`config.mk`:
```
export PLATFORM = sky130hd
export DESIGN_NAME = instruction_encoder
export DESIGN_NICKNAME = d
export VERILOG_FILES = /design/src/rtl/cpu_isa_pkg.sv /design/src/rtl/onehot_to_opcode.sv /design/src/rtl/instruction_encoder.sv
export SDC_FILE = /design/constraint.sdc
export NUM_CORES = 1
export LEC_CHECK = 0
export ABC_AREA = 1
export BUFFER_PORTS_ARGS = -buffer_cell sky130_fd_sc_hd__buf_4
export CAP_MARGIN = 20
export CORE_MARGIN = 5
export CORE_UTILIZATION = 50
export CTS_CLUSTER_SIZE = 8
export DETAILED_ROUTE_END_ITERATION = 10
export GPL_TIMING_DRIVEN = 0
export PLACE_DENSITY_LB_ADDON = 0.05
export SKIP_LAST_GASP = 1
export SYNTH_ARGS = -nofsm -noshare
export SYNTH_HDL_FRONTEND = slang
export SYNTH_SLANG_ARGS = --single-unit
export TNS_END_PERCENT = 100
```
`constraint.sdc`:
```
create_clock -name clk -period 2.01 [get_ports clk]
set_input_delay 0.3015 -clock clk [delete_from_list [all_inputs] [get_ports clk]]
set_output_delay 0.3015 -clock clk [all_outputs]
set_load 0.05 [all_outputs]
```
`src/rtl/cpu_isa_pkg.sv`:
```
// Shared ISA definitions for the instruction encoder and decoder: opcodes,
// one-hot bit positions and operand classification.
package cpu_isa_pkg;

    typedef enum logic [7:0] {
        OpNop  = 8'h00,
        OpLdac = 8'h01,
        OpStac = 8'h02,
        OpMvac = 8'h03,
        OpMovr = 8'h04,
        OpJump = 8'h05,
        OpJmpz = 8'h06,
        OpJpnz = 8'h07,
        OpAdd  = 8'h08,
        OpSub  = 8'h09,
        OpInac = 8'h0A,
        OpClac = 8'h0B,
        OpAnd  = 8'h0C,
        OpOr   = 8'h0D,
        OpXor  = 8'h0E,
        OpNot  = 8'h0F
    } opcode_t;

    localparam int unsigned BitNop  = 0;
    localparam int unsigned BitLdac = 1;
    localparam int unsigned BitStac = 2;
    localparam int unsigned BitMvac = 3;
    localparam int unsigned BitMovr = 4;
    localparam int unsigned BitJump = 5;
    localparam int unsigned BitJmpz = 6;
    localparam int unsigned BitJpnz = 7;
    localparam int unsigned BitAdd  = 8;
    localparam int unsigned BitSub  = 9;
    localparam int unsigned BitInac = 10;
    localparam int unsigned BitClac = 11;
    localparam int unsigned BitAnd  = 12;
    localparam int unsigned BitOr   = 13;
    localparam int unsigned BitXor  = 14;
    localparam int unsigned BitNot  = 15;

    // Memory-referencing instructions carry a 16-bit address operand.
    function automatic logic has_operand(opcode_t op);
        return (op == OpLdac) || (op == OpStac) || (op == OpJump) ||
               (op == OpJmpz) || (op == OpJpnz);
    endfunction

endpackage

```
`src/rtl/onehot_to_opcode.sv`:
```
// Converts a 16-bit one-hot instruction select into its opcode; anything that
// is not exactly one-hot maps to NOP with valid_o low.
module onehot_to_opcode
    import cpu_isa_pkg::*;
(
    input  logic [15:0] onehot_i,
    output opcode_t     opcode_o,
    output logic        valid_o
);

    logic [3:0] idx;

    always_comb begin
        idx = 4'd0;
        for (int i = 0; i < 16; i++) begin
            if (onehot_i[i]) begin
                idx = 4'(i);
            end
        end
        valid_o  = ($countones(onehot_i) == 1);
        opcode_o = valid_o ? opcode_t'({4'b0000, idx}) : OpNop;
    end

endmodule

```
`src/rtl/instruction_encoder.sv`:
```
// Serialises one-hot instruction requests into program-memory bytes
// (opcode, then operand low/high for memory-referencing instructions).
module instruction_encoder
    import cpu_isa_pkg::*;
#(
    parameter int unsigned          ADDR_W     = 16,
    parameter logic [ADDR_W-1:0]    START_ADDR = '0
) (
    input  logic              clk,
    input  logic              reset_n,
    input  logic              in_valid,
    output logic              in_ready,
    input  logic [15:0]       in_onehot,
    input  logic [15:0]       in_operand,
    input  logic              clear_ptr,
    output logic              out_valid,
    input  logic              out_ready,
    output logic [7:0]        out_byte,
    output logic [ADDR_W-1:0] out_addr,
    output logic              err_onehot,
    output logic [15:0]       instr_count
);

    typedef enum logic [1:0] {StIdle, StOpc, StLo, StHi} state_e;

    state_e            state_q;
    opcode_t           opcode_q;
    logic [15:0]       operand_q;
    logic              out_valid_q;
    logic [7:0]        out_byte_q;
    logic [ADDR_W-1:0] out_addr_q;
    logic              err_q;
    logic [15:0]       count_q;

    opcode_t           dec_opcode;
    logic              dec_valid;

    onehot_to_opcode u_onehot_to_opcode (
        .onehot_i (in_onehot),
        .opcode_o (dec_opcode),
        .valid_o  (dec_valid)
    );

    // Gated by reset_n so no request is taken while reset is asserted.
    assign in_ready    = reset_n && (state_q == StIdle) && !clear_ptr;
    assign out_valid   = out_valid_q;
    assign out_byte    = out_byte_q;
    assign out_addr    = out_addr_q;
    assign err_onehot  = err_q;
    assign instr_count = count_q;

    always_ff @(posedge clk or negedge reset_n) begin
        if (!reset_n) begin
            state_q     <= StIdle;
            opcode_q    <= OpNop;
            operand_q   <= '0;
            out_valid_q <= 1'b0;
            out_byte_q  <= 8'h00;
            out_addr_q  <= START_ADDR;
            err_q       <= 1'b0;
            count_q     <= '0;
        end else begin
            err_q <= 1'b0;
            unique case (state_q)
                StIdle: begin
                    if (clear_ptr) begin
                        out_addr_q <= START_ADDR;
                    end else if (in_valid) begin
                        state_q     <= StOpc;
                        opcode_q    <= dec_opcode;
                        operand_q   <= in_operand;
                        out_valid_q <= 1'b1;
                        out_byte_q  <= dec_opcode;
                        err_q       <= !dec_valid;
                    end
                end
                StOpc: begin
                    if (out_ready) begin
                        out_addr_q <= out_addr_q + 1'b1;
                        if (has_operand(opcode_q)) begin
                            state_q    <= StLo;
                            out_byte_q <= operand_q[7:0];
                        end else begin
                            state_q     <= StIdle;
                            out_valid_q <= 1'b0;
                            count_q     <= count_q + 16'd1;
                        end
                    end
                end
                StLo: begin
                    if (out_ready) begin
                        out_addr_q <= out_addr_q + 1'b1;
                        state_q    <= StHi;
                        out_byte_q <= operand_q[15:8];
                    end
                end
                StHi: begin
                    if (out_ready) begin
                        out_addr_q  <= out_addr_q + 1'b1;
                        state_q     <= StIdle;
                        out_valid_q <= 1'b0;
                        count_q     <= count_q + 16'd1;
                    end
                end
                default: state_q <= StIdle;
            endcase
        end
    end

endmodule

```
==> metrics <==
max-cap violation count=0; Slew Limit Fails=0; die area=0.00925 sq mm; P_leak=between 2 and 3 nW; Ys Warns=0; number of flops mapped to enable cells by yosys=0; Core Area=0.00725 sq mm; Synth area leaders=dfrtp_1 43%, nand2_1 8.3%, ha_1 7.4%; Avg Cell Area, Syn=9.21 sq um; H-tree levels=3; Main synth FF type=dfrtp_1; Net Count, Synth=473; logic gate share of total power=52.4%; CTS tree=yes; Setup WS post-layout=-1.98 ns; cts hold-fix bufs=0; hpwl dp=~5800 um; WL/cell=between 10 and 15 um; vias in the first global route=approximately 2900; share of cells above drive strength 1=38.1%; DR iter-0 viols=between 50 and 60; final hold vios=0; Slew @ Worst Pin=0.813 ns; fin nets=about 600; GPL Wtd Cong=0.835; I/O pins=80; fin crit share=198%; clk buf depth=2; CTS Root Cell=clkbuf_8; final non-filler cell total=619; WP data arrival=about 4.3 ns; P_int=0.00385 W; Crit Path Category=in2reg; Inst Count DP=581; sequential fraction of the synthesis area=43.1%; CP endpoint kind=flop; r2r startpoint=state_q[0]; Num CTS Buffers=9; DRC viols=0; FF-to-FF path depth=12; Worst slew margin=45.8%; total grt overflow=0; Worst-Skew Late Latency=0.34 ns; Total Wirelength=8010 um; Synth Register Bits=64; width of the die=between 90 and 100 um; status=complete, but fails checks; critical path endpoint=out_byte[2]; ANT nets after route=0; Initial Utilization=51.2%; failing checks=negative setup slack; Worst Hold Class=in2async; reg2reg end=out_byte[0]; post-synth top area cell=dfrtp_1; Setup crit start kind=input port; switch share=42.7%; Layout area overhead=38.5%; Clock Skew=0.00955 ns; Cell Area, Synth=0.00371 sq mm; Reg power frac=29.1%; clk slew on worst S/H paths=0.07 ns; GRT Overall Usage=about 18%; antenna violations before repair=0; post-route minimum period=3.99 ns; Hold Slack=0.0446 ns; Die Ht=96.2 um; Vias/cell=4.90; top cell type's share of synthesized area=between 40% and 50%; clock sink count=64; I/O Buffers=79; crit path max fanout=5; fmax=approximately 250 MHz; Worst Setup SP=in_onehot[5]; Critical Path RT=2.29 ns; final setup fails=9; post-synthesis cell type count=37; drt pass-1 iters=4; worst slack, placed=-2.46 ns; P_sw=~0.0029 W; clock share of power=18.5%; Synth top cells by count=82 x nand2_1, 67 x inv_1, 64 x dfrtp_1; RSZ-0062 raised after global routing=true; PD cells=1310 mW/mm^2; Post-Route Utilization=70.9%; most common cell in the netlist=nand2_1; DR vias=3031; largest net degree at the start of global routing=66; row cnt=31; Max VDD drop=between 0.8 and 0.9 mV; number of diodes=0; reg2reg setup slack=0 ns; FFs w/ async S/R, synth=100%; Mapped Cells=403; first-pass GRT wire length=between 10000 and 15000 um
## power by group through the flow
stage / registers (W) / clock network, W / logic, W
after detailed placement: 0.00198 / 0 / 0.00309
after CTS: 0.00195 / 0.00126 / 0.00328
after global routing: 0.00201 / 0.00131 / 0.00388
final: 0.00195 / 0.00124 / 0.00352
after floorplan: 0.00248 / 0 / 0.00174
after global placement: 0.00196 / 0 / 0.00301
## critical path, stage by stage
cell       delay [ns]
buf_6            0.09
inv_4            0.04
ha_4             0.25
inv_2            0.04
fa_2             0.35
fa_1             0.48
fa_1             0.52
inv_1            0.05
fa_1             0.49
ha_2             0.20
fa_1             0.41
nand3b_1         0.21
a2111oi_4        0.43
nand2_2          0.14
a21oi_2          0.14
o21ai_1          0.07
nand2_1          0.06
## placed cells by master (no fill, tap or decap), types with 5 or more instances in the layout
master / synthesis / layout
a21oi_1: 20 / 19
buf_4: 0 / 93
buf_6: 0 / 6
buf_8: 0 / 5
clkbuf_8: 0 / 10
dfrtp_1: 64 / 63
fa_1: 11 / 8
ha_1: 22 / 12
ha_4: 0 / 9
inv_1: 67 / 47
inv_2: 0 / 16
mux2_2: 15 / 15
nand2_1: 82 / 78
nand2_2: 2 / 6
nand3_1: 19 / 16
nor2_1: 24 / 19
nor2_4: 3 / 6
nor3_1: 7 / 6
o21ai_0: 12 / 8
o21ai_1: 3 / 6
xnor2_1: 11 / 11
## through the flow
stage          cell area (sq um)  TNS, ns  power (W)
2_1_floorplan               3810   -17.29    0.00422
3_3_place_gp                4530   -22.40    0.00497
3_5_place_dp                4530   -23.53    0.00507
4_1_cts                     4880   -17.64    0.00650
5_1_grt                     5140   -19.16    0.00720
6_report                    5140   -17.16    0.00672
## cells by family (layout without fill, tap and decap cells)
kind of cell	Yosys count	count (layout)	share of synthesized area, %
flops	64	64	43.1
buf+inv	73	190	7.55
simple gates	152	152	19.3
fa+ha+maj	33	33	13.3
xor+xnor	15	15	3.54
mux	15	15	4.55
compound gates	51	51	8.56
## metal layers
| layer | track usage (%) | wire length (um) |
|---|---|---|
| met2 | 29.2 | 4010 |
| met5 | 0 | 0 |
| met4 | 5.45 | 121 |
| met3 | 4.53 | 374 |
| met1 | 23.2 | 3510 |
## sequential cells by signal, indices dropped and copies added, names as in the netlist, named ones only
| name | flops |
|---|---|
| opcode_q | 4 |
| out_valid | 1 |
| out_addr | 16 |
| out_byte | 8 |
| instr_count | 16 |
| err_onehot | 1 |
| operand_q | 16 |
| state_q | 1 |
## area by class of cell
class | instances | area (sq um)
plain buffers | 5 | 35.0
clock buffers | 12 | 145
clock inverters | 4 | 76.3
fillers | 559 | 2110
inverters | 68 | 279
multi-input cells | 266 | 2060
flip-flops and latches | 64 | 1600
well taps | 99 | 124
repair buffers | 101 | 815
## worst min path at each step
stage	from	to	depth (start not counted)
after floorplan	reset_n	async pin	0
after global placement	reset_n	out_addr[10]	1
after detailed placement	reset_n	out_addr[10]	1
after CTS	reset_n	out_addr[10]	1
after global routing	reset_n	out_addr[12]	1
final	reset_n	out_addr[12]	1
## timing repair
action	in CTS	in global routing
resized for setup	25	36
pin swaps	12	21
cloned	0	0
endpoints found under the setup margin	30	31
setup buffers	4	18
No activity file was read; power rests on OpenSTA's default activity.
